$ cat src/rtl/cpu_core.sv
`default_nettype none
// ============================================================================
// cpu_core : multi-cycle 6502-subset core (load/transfer/inc/dec/logic/adc/sbc)
// Rev 1.0
// ============================================================================
module cpu_core #(
  parameter logic [15:0] RESET_PC = 16'h0000
) (
  input  logic        clk,
  input  logic        reset,
  input  logic [7:0]  din,
  output logic [15:0] addr,
  output logic        clk_out,
  output logic [7:0]  a_out,
  output logic [7:0]  x_out,
  output logic [7:0]  y_out,
  output logic [7:0]  opcode_out,
  output logic [15:0] pc_out,
  output logic [3:0]  opcode_state_out,
  output logic [7:0]  alu_opcode_out,
  output logic [7:0]  alu_out_out,
  output logic        alu_cout_out
);

  localparam logic [3:0] ST_FETCH   = 4'd1;
  localparam logic [3:0] ST_OPER_LO = 4'd2;
  localparam logic [3:0] ST_OPER_HI = 4'd3;
  localparam logic [3:0] ST_READ    = 4'd4;
  localparam logic [3:0] ST_EXEC    = 4'd5;

  localparam logic [2:0] MODE_IMP = 3'd0;
  localparam logic [2:0] MODE_IMM = 3'd1;
  localparam logic [2:0] MODE_ZP  = 3'd2;
  localparam logic [2:0] MODE_ZPX = 3'd3;
  localparam logic [2:0] MODE_ABS = 3'd4;

  localparam logic [7:0] ALU_PASS = 8'd0;
  localparam logic [7:0] ALU_ADD  = 8'd1;
  localparam logic [7:0] ALU_SUB  = 8'd2;
  localparam logic [7:0] ALU_AND  = 8'd3;
  localparam logic [7:0] ALU_EOR  = 8'd4;
  localparam logic [7:0] ALU_OR   = 8'd5;
  localparam logic [7:0] ALU_INC  = 8'd6;
  localparam logic [7:0] ALU_DEC  = 8'd7;

  localparam logic [1:0] DST_NONE = 2'd0;
  localparam logic [1:0] DST_A    = 2'd1;
  localparam logic [1:0] DST_X    = 2'd2;
  localparam logic [1:0] DST_Y    = 2'd3;

  localparam logic [1:0] SRC_MEM = 2'd0;
  localparam logic [1:0] SRC_A   = 2'd1;
  localparam logic [1:0] SRC_X   = 2'd2;
  localparam logic [1:0] SRC_Y   = 2'd3;

  logic [3:0]  state;
  logic [15:0] pc;
  logic [7:0]  a, x, y, opcode, operand, alu_op;
  logic        c_flag, z_flag, n_flag;
  logic [2:0]  cur_mode;
  logic [1:0]  dst, src;
  logic [7:0]  rhs, alu_res, zpx_lo;
  logic        alu_carry;

  function automatic logic [2:0] mode_of(input logic [7:0] op);
    case (op)
      8'hA9, 8'hA2, 8'h69, 8'hE9, 8'h29, 8'h49, 8'h09: mode_of = MODE_IMM;
      8'hA5:                                           mode_of = MODE_ZP;
      8'hB5:                                           mode_of = MODE_ZPX;
      8'hAD:                                           mode_of = MODE_ABS;
      default:                                         mode_of = MODE_IMP;
    endcase
  endfunction

  function automatic logic [7:0] alu_of(input logic [7:0] op);
    case (op)
      8'h69:        alu_of = ALU_ADD;
      8'hE9:        alu_of = ALU_SUB;
      8'h29:        alu_of = ALU_AND;
      8'h49:        alu_of = ALU_EOR;
      8'h09:        alu_of = ALU_OR;
      8'hE8, 8'hC8: alu_of = ALU_INC;
      8'hCA, 8'h88: alu_of = ALU_DEC;
      default:      alu_of = ALU_PASS;
    endcase
  endfunction

  assign cur_mode = mode_of(opcode);
  assign zpx_lo   = din + x;

  // Destination register and right-hand ALU source for the latched opcode
  always_comb begin
    dst = DST_NONE;
    src = SRC_MEM;
    case (opcode)
      8'hA9, 8'hA5, 8'hB5, 8'hAD,
      8'h69, 8'hE9, 8'h29, 8'h49, 8'h09: dst = DST_A;
      8'hA2: dst = DST_X;
      8'hAA: begin dst = DST_X; src = SRC_A; end
      8'hA8: begin dst = DST_Y; src = SRC_A; end
      8'h8A: begin dst = DST_A; src = SRC_X; end
      8'h98: begin dst = DST_A; src = SRC_Y; end
      8'hE8, 8'hCA: begin dst = DST_X; src = SRC_X; end
      8'hC8, 8'h88: begin dst = DST_Y; src = SRC_Y; end
      default: ;
    endcase
  end

  always_comb begin
    case (src)
      SRC_A:   rhs = a;
      SRC_X:   rhs = x;
      SRC_Y:   rhs = y;
      default: rhs = operand;
    endcase
  end

  always_comb begin
    alu_res   = rhs;
    alu_carry = c_flag;
    case (alu_op)
      ALU_ADD: {alu_carry, alu_res} = {1'b0, a} + {1'b0, rhs} + {8'h00, c_flag};
      ALU_SUB: {alu_carry, alu_res} = {1'b0, a} + {1'b0, ~rhs} + {8'h00, c_flag};
      ALU_AND: alu_res = a & rhs;
      ALU_EOR: alu_res = a ^ rhs;
      ALU_OR:  alu_res = a | rhs;
      ALU_INC: alu_res = rhs + 8'd1;
      ALU_DEC: alu_res = rhs - 8'd1;
      default: alu_res = rhs;
    endcase
  end

  always_ff @(posedge clk or negedge reset) begin
    if (!reset) begin
      state   <= ST_FETCH;
      pc      <= RESET_PC;
      addr    <= RESET_PC;
      a       <= 8'h00;
      x       <= 8'h00;
      y       <= 8'h00;
      opcode  <= 8'h00;
      operand <= 8'h00;
      alu_op  <= ALU_PASS;
      c_flag  <= 1'b0;
      z_flag  <= 1'b0;
      n_flag  <= 1'b0;
    end else begin
      case (state)
        ST_FETCH: begin
          opcode <= din;
          alu_op <= alu_of(din);
          pc     <= pc + 16'd1;
          addr   <= pc + 16'd1;
          state  <= (mode_of(din) == MODE_IMP) ? ST_EXEC : ST_OPER_LO;
        end
        ST_OPER_LO: begin
          operand <= din;
          pc      <= pc + 16'd1;
          case (cur_mode)
            MODE_IMM: state <= ST_EXEC;
            MODE_ZP:  begin addr <= {8'h00, din};    state <= ST_READ; end
            MODE_ZPX: begin addr <= {8'h00, zpx_lo}; state <= ST_READ; end
            default:  begin addr <= pc + 16'd1;      state <= ST_OPER_HI; end
          endcase
        end
        ST_OPER_HI: begin
          // Low byte already sits in operand; form the absolute address directly
          pc    <= pc + 16'd1;
          addr  <= {din, operand};
          state <= ST_READ;
        end
        ST_READ: begin
          operand <= din;
          state   <= ST_EXEC;
        end
        ST_EXEC: begin
          case (dst)
            DST_A:   a <= alu_res;
            DST_X:   x <= alu_res;
            DST_Y:   y <= alu_res;
            default: ;
          endcase
          if (dst != DST_NONE) begin
            z_flag <= (alu_res == 8'h00);
            n_flag <= alu_res[7];
          end
          if (alu_op == ALU_ADD || alu_op == ALU_SUB) c_flag <= alu_carry;
          else if (opcode == 8'h38) c_flag <= 1'b1;
          else if (opcode == 8'h18) c_flag <= 1'b0;
          addr  <= pc;
          state <= ST_FETCH;
        end
        default: begin
          addr  <= pc;
          state <= ST_FETCH;
        end
      endcase
    end
  end

  assign clk_out          = clk;
  assign a_out            = a;
  assign x_out            = x;
  assign y_out            = y;
  assign opcode_out       = opcode;
  assign pc_out           = pc;
  assign opcode_state_out = state;
  assign alu_opcode_out   = alu_op;
  assign alu_out_out      = alu_res;
  assign alu_cout_out     = c_flag;

endmodule
`default_nettype wire

$ cat config.mk
export PLATFORM = sky130hd
export DESIGN_NAME = cpu_core
export DESIGN_NICKNAME = d
export VERILOG_FILES = /design/src/rtl/cpu_core.sv
export SDC_FILE = /design/constraint.sdc
export NUM_CORES = 1
export LEC_CHECK = 0
export ABC_AREA = 1
export CAP_MARGIN = 30
export CORE_MARGIN = 1.5
export CORE_UTILIZATION = 60
export CTS_CLUSTER_DIAMETER = 150
export DETAILED_ROUTE_END_ITERATION = 8
export PLACE_DENSITY = 0.87
export SETUP_SLACK_MARGIN = 0.4
export SYNTH_ARGS = -nofsm -noshare
export SYNTH_HDL_FRONTEND = slang
export SYNTH_SLANG_ARGS = --single-unit
export TNS_END_PERCENT = 5
$ cat constraint.sdc
create_clock -name clk -period 7.2 [get_ports clk]
set_input_delay 1.44 -clock clk [delete_from_list [all_inputs] [get_ports clk]]
set_output_delay 1.44 -clock clk [all_outputs]
set_load 0.02 [all_outputs]
# --- Word-level counts from Yosys, hierarchy flattened ---
# Cells that the tools add are included.
op_classes:
  n_addsub: 8
  n_eq_ne: 57
  n_mux: 17
  bitwise_logic: 5
  reduce_logical: 21
ops:
  columns: ["cell", "count"]
  rows:
  - ["equality test 8 bit, second input constant", 24]
  - ["one-hot mux 16 bit (4 select lines)", 1]
  - ["one-hot mux 8 bit (7 select lines)", 1]
  - ["one-hot mux 16 bit (3 select lines)", 1]
  - ["one-hot mux 3 bit (4 select lines)", 3]
  - ["equality test 8 x 3 -> 1 bit, second input constant", 4]
  - ["equality test 8 x 7 -> 1 bit, second input constant", 4]
  - ["equality test 8 x 6 -> 1 bit, second input constant", 3]
  - ["one-hot mux 8 bit (3 select lines)", 1]
  - ["one-hot mux 3 bit (7 select lines)", 1]
  - ["adder 8 x 8 -> 9 bit", 2]
  - ["adder 9 x 1 -> 9 bit", 2]
  - ["adder 16 x 1 -> 16 bit, second input constant", 1]
  - ["equality test 8 x 2 -> 1 bit, second input constant", 2]
  - ["equality test 8 x 4 -> 1 bit, second input constant", 2]
  - ["OR reduction 7 bit", 2]
  - ["one-hot mux 2 bit (3 select lines)", 2]
  - ["OR reduction 3 bit", 4]
  - ["OR reduction 11 bit", 1]
  - ["OR reduction 2 bit", 5]
  - ["adder 8 x 1 -> 8 bit, second input constant", 1]
  - ["adder 8 bit", 1]
  - ["AND 8 bit", 1]
  - ["equality test 2 bit, second input constant", 4]
  - ["25 further kinds", 35]
totals:
  regBits: 85
  in_bits: 10

# --- Logic depth before layout (Yosys ltp) ---
# Gate-level depths: netlist (run 1).
depth:
  depth_word: 10
  mapped_depth: 26

==> results of run 1 <==
==> cell usage in the layout, fill, tap and decap left out, drive strengths merged, types with 2 or more instances in the layout <==
master / n
a211oi: 6
a21oi: 45
a221oi: 4
a22oi: 2
a311oi: 2
a31oi: 7
and2: 3
buf: 8
clkbuf: 13
clkdlybuf4s50: 88
clkinv: 7
conb: 6
dfrtp: 78
fa: 6
ha: 41
inv: 136
nand2: 210
nand3: 52
nand3b: 3
nand4: 13
nor2: 105
nor3: 15
o2111ai: 2
o211ai: 6
o21ai: 91
o21bai: 5
o22a: 4
o22ai: 12
o311ai: 3
o41ai: 2
or2: 5
xnor2: 2
xor2: 6
==> through the flow <==
stage                     cells  instance area (um2)
final                      1135                 7560
after global routing       1135                 7560
after CTS                  1134                 7560
after detailed placement   1115                 7340
after global placement     1113                 7310
after floorplan             906                 6340
==> cell families (layout without fill, tap and decap cells) <==
| logic type | Yosys count | after routing | share of synthesized area |
|---|---|---|---|
| AOI/OAI and AO/OA | 200 | 200 | 0.187 |
| xor gates and xnor gates | 8 | 8 | 0.0111 |
| adders and majority gates | 47 | 47 | 0.100 |
| buffers and inverters | 160 | 253 | 0.101 |
| DFF | 79 | 79 | 0.313 |
| other | 1 | 6 | 0.000593 |
| and+or+nand+nor | 406 | 406 | 0.287 |
==> final cells by class <==
class | count | area [um2]
Tap cell | 136 | 170
Clock inverter | 6 | 43.8
Multi-Input combinational cell | 667 | 3720
Fill cell | 844 | 2720
Clock buffer | 14 | 179
Sequential cell | 79 | 1980
Timing Repair Buffer | 95 | 948
Inverter | 138 | 520
==> per-layer routing <==
metal	track usage	up-vias	share of wire
li1	-	3157	-
met1	0.503	3083	0.44
met2	0.514	339	0.44
met3	0.0829	39	0.099
met4	0.128	0	0.024
met5	0	-	0
==> where the power goes <==
group | switching [W] | internal [W]
combinational | 0.00135 | 0.000779
clock | 0.000200 | 0.000172
sequential | 0.000182 | 0.000597
total | 0.00173 | 0.00155
==> flip-flops by register name (all words and copies together) (netlist names) <==
name,flops
addr,16
pc_out,16
a_out,8
opcode_out,8
operand,8
x_out,8
y_out,8
alu_opcode_out,3
opcode_state_out,3
alu_cout_out,1
==> worst register-to-register path: stages (launching register included) <==
cell and delay, ps:
dfrtp_1 440, inv_2 140, nand2_2 100, nor2_1 320
nand2_2 200, nand3_4 210, inv_4 90, a21oi_2 410
inv_1 150, ha_1 330, inv_1 60, a31oi_1 280
inv_1 90, nand4_1 120, nand3_1 90, nand2_1 70
o21ai_0 80, nor3_1 270, nand2_2 130, nand3_1 80
nand2_1 70
==> worst paths after layout <==
| kind | from | to |
|---|---|---|
| max | opcode_out[4]$_DFFE_PN0P_ | alu_out_out[5] |
| min | addr[14]$_DFFE_PN0P_ | addr[14]$_DFFE_PN0P_ |
| max reg2reg | opcode_out[4]$_DFFE_PN0P_ | x_out[7]$_DFFE_PN0P_ |
| min reg2reg | addr[14]$_DFFE_PN0P_ | addr[14]$_DFFE_PN0P_ |
| max in group asynchronous | reset | opcode_state_out[0]$_DFF_PN1_ |
| min in group asynchronous | reset | pc_out[2]$_DFFE_PN0N_ |
==> cells in the mapped netlist (6+ instances only) <==
master and number:
nand4_1 13, nor3_1 15, o211ai_1 6, buf_4 7, nand3_1 46, inv_1 125
clkbuf_1 11, ha_1 41, o21ai_0 77, fa_1 6, a211oi_1 6, nand2_2 16
nand2_1 191, a31oi_1 7, inv_2 8, o22ai_1 12, o21ai_1 14, a21oi_1 41
xor2_1 6, nor2_1 101, dfrtp_1 78
==> flow_metrics.py, run 1 <==
metrics = {
    "synth": {
        "async_reset_ff_frac": 1.00,
        "ys.warnings.count": 0,
        "synth_top_area_cell": "dfrtp_1",
        "synthDistinctLibCells": 56,
        "mappedNetlistArea_um2": 6320,
        "avgSynthCellArea_um2": 7.01,
        "synth_flop_cell": "dfrtp_1",
        "yosysSeqAreaShare": 0.313,
        "ys_seq_elements": 79,
        "ys_top_cells_by_area": "dfrtp_1 (31%), nand2_1 (11%), ha_1 (8.1%)",
        "yosys.area.top_type_share": 0.309,
        "syn-instance-count": 901,
        "synth-edff-count": 0,
    },
    "timing": {
        "finClkSkew_ps": 8.84,
        "rsz0062_at_grt": "false",
        "finalHoldViolations": 0,
        "tns_ps": 0,
        "tightestPinTransition_ps": 804,
        "drv_slew": 0,
        "setup_slack_ps": 1040,
        "max_slew_margin": 0.462,
        "period_minus_slack_ps": 6160,
        "fmax_ghz": 0.162,
        "setup-violations-final": 0,
        "fin_crit_sh": 0.855,
        "whs_ps": 516,
    },
    "routing": {
        "wl_per_cell_um": 16.6,
        "vias_per_cell": 5.83,
        "vias": 6618,
        "dr.first_iter.drc_count": 753,
        "detail-route-antenna-nets": 0,
        "drcViolationCount": 0,
        "drtPass1Iterations": 7,
        "wl_um": 18800,
    },
    "die": {
        "die_y_um": 106,
        "dieArea_um2": 11200,
        "die_w_um": 106,
        "core_region_area_um2": 10300,
        "start_util": 0.615,
        "rows": 37,
        "boundaryPins": 96,
    },
    "worst_setup_path": {
        "reg2reg_slack_ps": 3360,
        "crit_cells": 20,
        "cp-start-kind": "register",
        "cp_common_cell": "nand2_1",
        "cp.arrival_ps": 4720,
        "worst_path_max_delay_cell": "clkdlybuf4s50_1",
        "r2r_cells": 20,
        "worstPathMaxFanout": 9,
        "crit_chain": "inv_2 > nand2_2 > nor2_1 > nand2_2 > nand3_4 > inv_4 > a21oi_2 > inv_1 > ha_1 > a31oi_1 > inv_1 > nand2_1 > nand2_1 > a21oi_1 > o21ai_0 > o21ai_0 > nor2_1 > nand2_1 > and2_1 > clkdlybuf4s50_1",
        "crit_buf_inv": 5,
        "crit_family": "simple AND/OR/NAND/NOR gates",
        "critPathKind": "register to output pin",
        "worst_setup_path_end_kind": "output pin",
        "required_ps": 5760,
        "max_stage_delay_ps": 590,
    },
    "cells_and_area": {
        "drive_gt1_frac": 0.0761,
        "final_core_util": 0.736,
        "final_nets": 1051,
        "diodes": 0,
        "synthToLayoutAreaGrowth_pct": 19.7,
    },
    "power": {
        "peakVddDrop_mv": 0.301,
        "power_density_nw_per_um2": 434,
        "p_leak_nw": 3.68,
        "finalPower_w": 0.00328,
    },
    "grt": {
        "grt_pass1_vias": 5979,
        "gr-total-overflow": 0,
        "antenna_found_initial": 0,
        "grt_max_degree": 50,
        "grtUsageTotal": 0.350,
        "grt_pass1_wl_um": 30200,
    },
    "clock_tree": {
        "clock_latency_ps": 490,
        "cts.repair.resized": 0,
        "cts-hold-fix-buffers": 0,
        "post-cts-setup-buffers": 0,
        "cts_tree": "yes",
        "clkTransAtPathRegs_ps": 80,
    },
    "worst_hold_path": {
        "min_path_cells": 1,
        "hold_class": "register to register",
    },
    "placement": {
        "gp_congestion": 1.01,
        "preCtsSetupSlack_ps": 1650,
        "place.port_buffers": 89,
        "detailed_place_hpwl_um": 14400,
    },
    "run_status": {
        "status": "complete, no violations",
    },
    "flow_run": {
        "maxCapViolCount": 0,
    },
}
(Power assumes the default switching activity.)
==> inputs of run 2 (changes only) <==
--- a/config.mk
+++ b/config.mk
@@ -11,7 +11,8 @@
 export CORE_UTILIZATION = 60
 export CTS_CLUSTER_DIAMETER = 150
 export DETAILED_ROUTE_END_ITERATION = 8
-export PLACE_DENSITY = 0.87
+export HOLD_SLACK_MARGIN = 0.05
+export PLACE_DENSITY = 0.89
 export SETUP_SLACK_MARGIN = 0.4
 export SYNTH_ARGS = -nofsm -noshare
 export SYNTH_HDL_FRONTEND = slang
==> run 2 against run 1 <==
  * Core utilization grew 0.56 points
  * Via count grew 1.9%
  * Maximum frequency is 0.42% higher
  * First-iteration DRC count down 2.0%
  * Sequential share of layout area shrank 0.20 points
  * Register-to-register slack barely moved
  * Combinational power about the same
  * Highest routed layer unchanged
  * Non-clock buffer count is 1 lower
==> flow_metrics.py, run 2 (synthesis results as in run 1) <==
metrics = {
    "power": {
        "p_leak_nw": 3.70,
        "finalPower_w": 0.00341,
        "power_density_nw_per_um2": 448,
        "peakVddDrop_mv": 0.434,
    },
    "cells_and_area": {
        "mostFrequentLayoutCells": "nand2_1 (191), inv_1 (125), nor2_1 (101)",
        "layout_commonest_cell": "nand2_1",
        "final_nets": 1050,
        "drive_gt1_frac": 0.0762,
        "synthToLayoutAreaGrowth_pct": 20.6,
        "diodes": 0,
        "fin_cells": 1134,
    },
    "timing": {
        "max_slew_margin": 0.274,
        "drv_slew": 0,
        "period_minus_slack_ps": 6130,
        "fmax_ghz": 0.163,
        "finClkSkew_ps": 15.0,
        "finalHoldViolations": 0,
        "tns_ps": 0,
        "rsz0062_at_grt": "false",
        "fin_crit_sh": 0.852,
        "tightestPinTransition_ps": 1080,
        "setup_slack_ps": 1070,
        "setup-violations-final": 0,
        "whs_ps": 516,
    },
    "die": {
        "die_y_um": 106,
        "boundaryPins": 96,
        "dieArea_um2": 11200,
        "start_util": 0.615,
        "die_w_um": 106,
        "rows": 37,
        "core_region_area_um2": 10300,
    },
    "placement": {
        "place.port_buffers": 89,
        "detailed_place_hpwl_um": 15900,
        "preCtsSetupSlack_ps": 1650,
        "gp_congestion": 1.06,
        "place_inst": 1115,
    },
    "grt": {
        "antenna_found_initial": 0,
        "grtUsageTotal": 0.382,
        "grt_pass1_wl_um": 32600,
        "grt_pass1_vias": 6189,
        "grt_max_degree": 60,
        "gr-total-overflow": 0,
    },
    "flow_run": {
        "maxCapViolCount": 0,
    },
    "routing": {
        "wl_um": 20800,
        "dr.first_iter.drc_count": 738,
        "vias_per_cell": 5.95,
        "drtPass1Iterations": 8,
        "drcViolationCount": 0,
        "wl_per_cell_um": 18.3,
        "detail-route-antenna-nets": 0,
        "vias": 6747,
    },
    "worst_hold_path": {
        "hold_class": "register to register",
    },
    "clock_tree": {
        "cts-hold-fix-buffers": 0,
        "clock_latency_ps": 490,
        "cts.repair.resized": 0,
        "clkTransAtPathRegs_ps": 90,
        "post-cts-setup-buffers": 0,
        "cts_tree": "yes",
    },
    "worst_setup_path": {
        "required_ps": 5760,
        "cp-start-kind": "register",
        "cp.arrival_ps": 4690,
        "worst_setup_path_end_kind": "output pin",
        "worstPathMaxFanout": 9,
        "critPathKind": "register to output pin",
    },
    "run_status": {
        "status": "complete, no violations",
    },
}
[run 2: critical path, stage by stage (launching register included)]
cell and delay (ps):
dfrtp_1 420, inv_1 120, nand2_1 140, nor2_1 270, nand2_2 180, nand3_4 190
inv_4 90, a21oi_2 430, inv_1 180, ha_1 340, a31oi_1 270, inv_1 90
nand2_1 80, nand2_1 50, a21oi_1 160, o21ai_0 90, o21ai_0 160, nor2_1 60
nand2_1 130, and2_1 140, clkdlybuf4s50_1 610
[run 2: per-stage QoR]
| stage | util | cell area (um2) |
|---|---|---|
| 2_1_floorplan | - | 6340 |
| 5_1_grt | 0.741 | 7620 |
| 3_3_place_gp | 0.712 | 7320 |
| 6_report | 0.741 | 7620 |
| 3_5_place_dp | 0.715 | 7340 |
| 4_1_cts | 0.741 | 7620 |
[run 2: final timing paths]
check	start	to	slack, ps	depth (start not counted)
max in group asynchronous	reset	addr[14]$_DFFE_PN0P_	5770	2
min in group asynchronous	reset	a_out[1]$_DFFE_PN0P_	830	1
setup / recovery	opcode_out[6]$_DFFE_PN0P_	alu_out_out[5]	1070	20
hold / removal	addr[8]$_DFFE_PN0P_	addr[8]$_DFFE_PN0P_	520	2
setup reg to reg	opcode_out[6]$_DFFE_PN0P_	x_out[5]$_DFFE_PN0P_	3350	20
hold reg to reg	addr[8]$_DFFE_PN0P_	addr[8]$_DFFE_PN0P_	520	2
[run 2: power by group]
part	leakage (nW)	internal [W]	switching [W]
Sequential	1.03	0.000597	0.000196
Clock	0.141	0.000249	0.000214
Combinational	2.53	0.000774	0.00138
Total	3.70	0.00162	0.00179
[run 2: cell type report]
| cell class | instances | area [um2] |
|---|---|---|
| Tap cell | 136 | 170 |
| Sequential cell | 79 | 1980 |
| Clock inverter | 7 | 110 |
| Clock buffer | 13 | 175 |
| Multi-Input combinational cell | 667 | 3720 |
| Fill cell | 850 | 2660 |
| Timing Repair Buffer | 94 | 943 |
| Inverter | 138 | 520 |
[run 2: layer usage]
| layer | up-vias | GRT usage | routed length [um] |
|---|---|---|---|
| li1 | 3160 | - | - |
| met1 | 3115 | 0.532 | 8770 |
| met2 | 407 | 0.568 | 8940 |
| met3 | 65 | 0.0909 | 2320 |
| met4 | 0 | 0.167 | 729 |
| met5 | - | 0 | 0 |
==> inputs of run 3 (changes only) <==
--- a/config.mk
+++ b/config.mk
@@ -11,6 +11,7 @@
 export CORE_UTILIZATION = 60
 export CTS_CLUSTER_DIAMETER = 150
 export DETAILED_ROUTE_END_ITERATION = 8
+export GPL_TIMING_DRIVEN = 0
 export HOLD_SLACK_MARGIN = 0.05
 export PLACE_DENSITY = 0.89
 export SETUP_SLACK_MARGIN = 0.4
==> run 3 against run 2 <==
  * Flip-flop and latch count unchanged
  * Die area unchanged
  * Via count is 1.2% higher
  * Critical path depth increased by 3
  * Cell count grew 1.5%
  * Largest cell class unchanged
==> flow_metrics.py, run 3 (synthesis results as in run 1) <==
metrics = {
    "run_status": {
        "status": "complete, no violations",
    },
    "timing": {
        "setup-violations-final": 0,
        "fmax_ghz": 0.157,
        "setup_slack_ps": 818,
        "fin_crit_sh": 0.886,
        "tightestPinTransition_ps": 1050,
        "whs_ps": 513,
        "max_slew_margin": 0.295,
        "tns_ps": 0,
        "finalHoldViolations": 0,
        "period_minus_slack_ps": 6380,
        "finClkSkew_ps": 13.8,
        "drv_slew": 0,
        "rsz0062_at_grt": "false",
    },
    "routing": {
        "wl_per_cell_um": 17.0,
        "vias": 6828,
        "wl_um": 19600,
        "detail-route-antenna-nets": 0,
        "drcViolationCount": 0,
        "dr.first_iter.drc_count": 770,
        "vias_per_cell": 5.93,
        "drtPass1Iterations": 5,
    },
    "placement": {
        "preCtsSetupSlack_ps": 1420,
        "gp_congestion": 0.979,
        "place_inst": 1132,
        "place.port_buffers": 88,
        "detailed_place_hpwl_um": 15200,
    },
    "cells_and_area": {
        "layout_commonest_cell": "nand2_1",
        "drive_gt1_frac": 0.0768,
        "synthToLayoutAreaGrowth_pct": 20.7,
        "diodes": 0,
        "final_nets": 1067,
        "fin_cells": 1151,
        "mostFrequentLayoutCells": "nand2_1 (191), inv_1 (125), nor2_1 (101)",
    },
    "worst_hold_path": {
        "hold_class": "register to register",
        "min_path_cells": 1,
    },
    "die": {
        "core_region_area_um2": 10300,
        "die_y_um": 106,
        "rows": 37,
        "dieArea_um2": 11200,
        "die_w_um": 106,
        "start_util": 0.615,
        "boundaryPins": 96,
    },
    "flow_run": {
        "maxCapViolCount": 0,
    },
    "worst_setup_path": {
        "worst_setup_path_end_kind": "output pin",
        "r2r_cells": 23,
        "critPathKind": "register to output pin",
        "cp-start-kind": "register",
        "worstPathMaxFanout": 10,
        "cp.arrival_ps": 4940,
        "required_ps": 5760,
    },
    "grt": {
        "grtUsageTotal": 0.363,
        "antenna_found_initial": 0,
        "grt_pass1_wl_um": 30900,
        "grt_pass1_vias": 6028,
        "gr-total-overflow": 0,
        "grt_max_degree": 49,
    },
    "power": {
        "peakVddDrop_mv": 0.240,
        "p_leak_nw": 3.70,
        "power_density_nw_per_um2": 433,
    },
    "clock_tree": {
        "clock_latency_ps": 490,
        "cts_tree": "yes",
        "cts-hold-fix-buffers": 0,
        "clkTransAtPathRegs_ps": 80,
    },
}
-- run 3: layout make-up --
type	instances	area, um2
multi-input cells	667	3730
repair buffers	89	901
plain buffers	22	118
well taps	136	170
flip-flops and latches	79	1980
inverters	138	520
fillers	829	2650
clock inverters	4	25.0
clock buffers	16	186
-- run 3: path summary, 6_finish.rpt --
kind	start	end	slack, ps
worst max-delay path	opcode_out[4]$_DFFE_PN0P_	alu_out_out[5]	820
worst min-delay path	addr[14]$_DFFE_PN0P_	addr[14]$_DFFE_PN0P_	510
worst max register to register	opcode_out[4]$_DFFE_PN0P_	y_out[5]$_DFFE_PN0P_	3230
worst min register to register	addr[14]$_DFFE_PN0P_	addr[14]$_DFFE_PN0P_	510
max in group asynchronous	reset	addr[12]$_DFFE_PN0P_	5710
min in group asynchronous	reset	a_out[6]$_DFFE_PN0P_	890
-- run 3: what timing repair did --
action,in CTS,in global routing
setup endpoints to repair,0,1
hold endpoints to repair,0,0
resized for setup,0,1
buffers inserted,0,0
-- run 3: metrics by stage --
stage,total power (W),cell area (um2),util
after floorplan,0.00212,6340,-
after global placement,0.00287,7390,0.719
after detailed placement,0.00291,7420,0.722
after CTS,0.00326,7620,0.742
after global routing,0.00353,7630,0.742
final,0.00330,7630,0.742
-- run 3: where the power goes --
group	internal, W	leakage (nW)	switching, W
registers	0.000598	1.03	0.000176
logic	0.000776	2.56	0.00138
clock network	0.000176	0.107	0.000196
-- run 3: worst max-delay path, cell delays in order (launching register included) --
cell	delay, ps
dfrtp_1	430
inv_2	150
nand2_2	100
nor2_1	320
nand2_2	220
nand3_4	220
inv_4	100
a21oi_2	270
inv_2	90
ha_1	270
buf_2	170
nand2_1	80
nand2_1	40
a31oi_1	250
inv_1	100
nand2_1	80
nand2_1	50
a21oi_1	180
o21ai_0	100
o21ai_0	210
nor2_1	90
nand2_1	140
and2_1	180
clkdlybuf4s50_1	610
-- run 3: metal layers --
metal | vias up | global-route usage | wire, um
li1 | 3198 | - | -
met1 | 3156 | 0.499 | 8070
met2 | 419 | 0.559 | 8700
met3 | 55 | 0.0928 | 2230
met4 | 0 | 0.125 | 579
met5 | - | 0 | 0
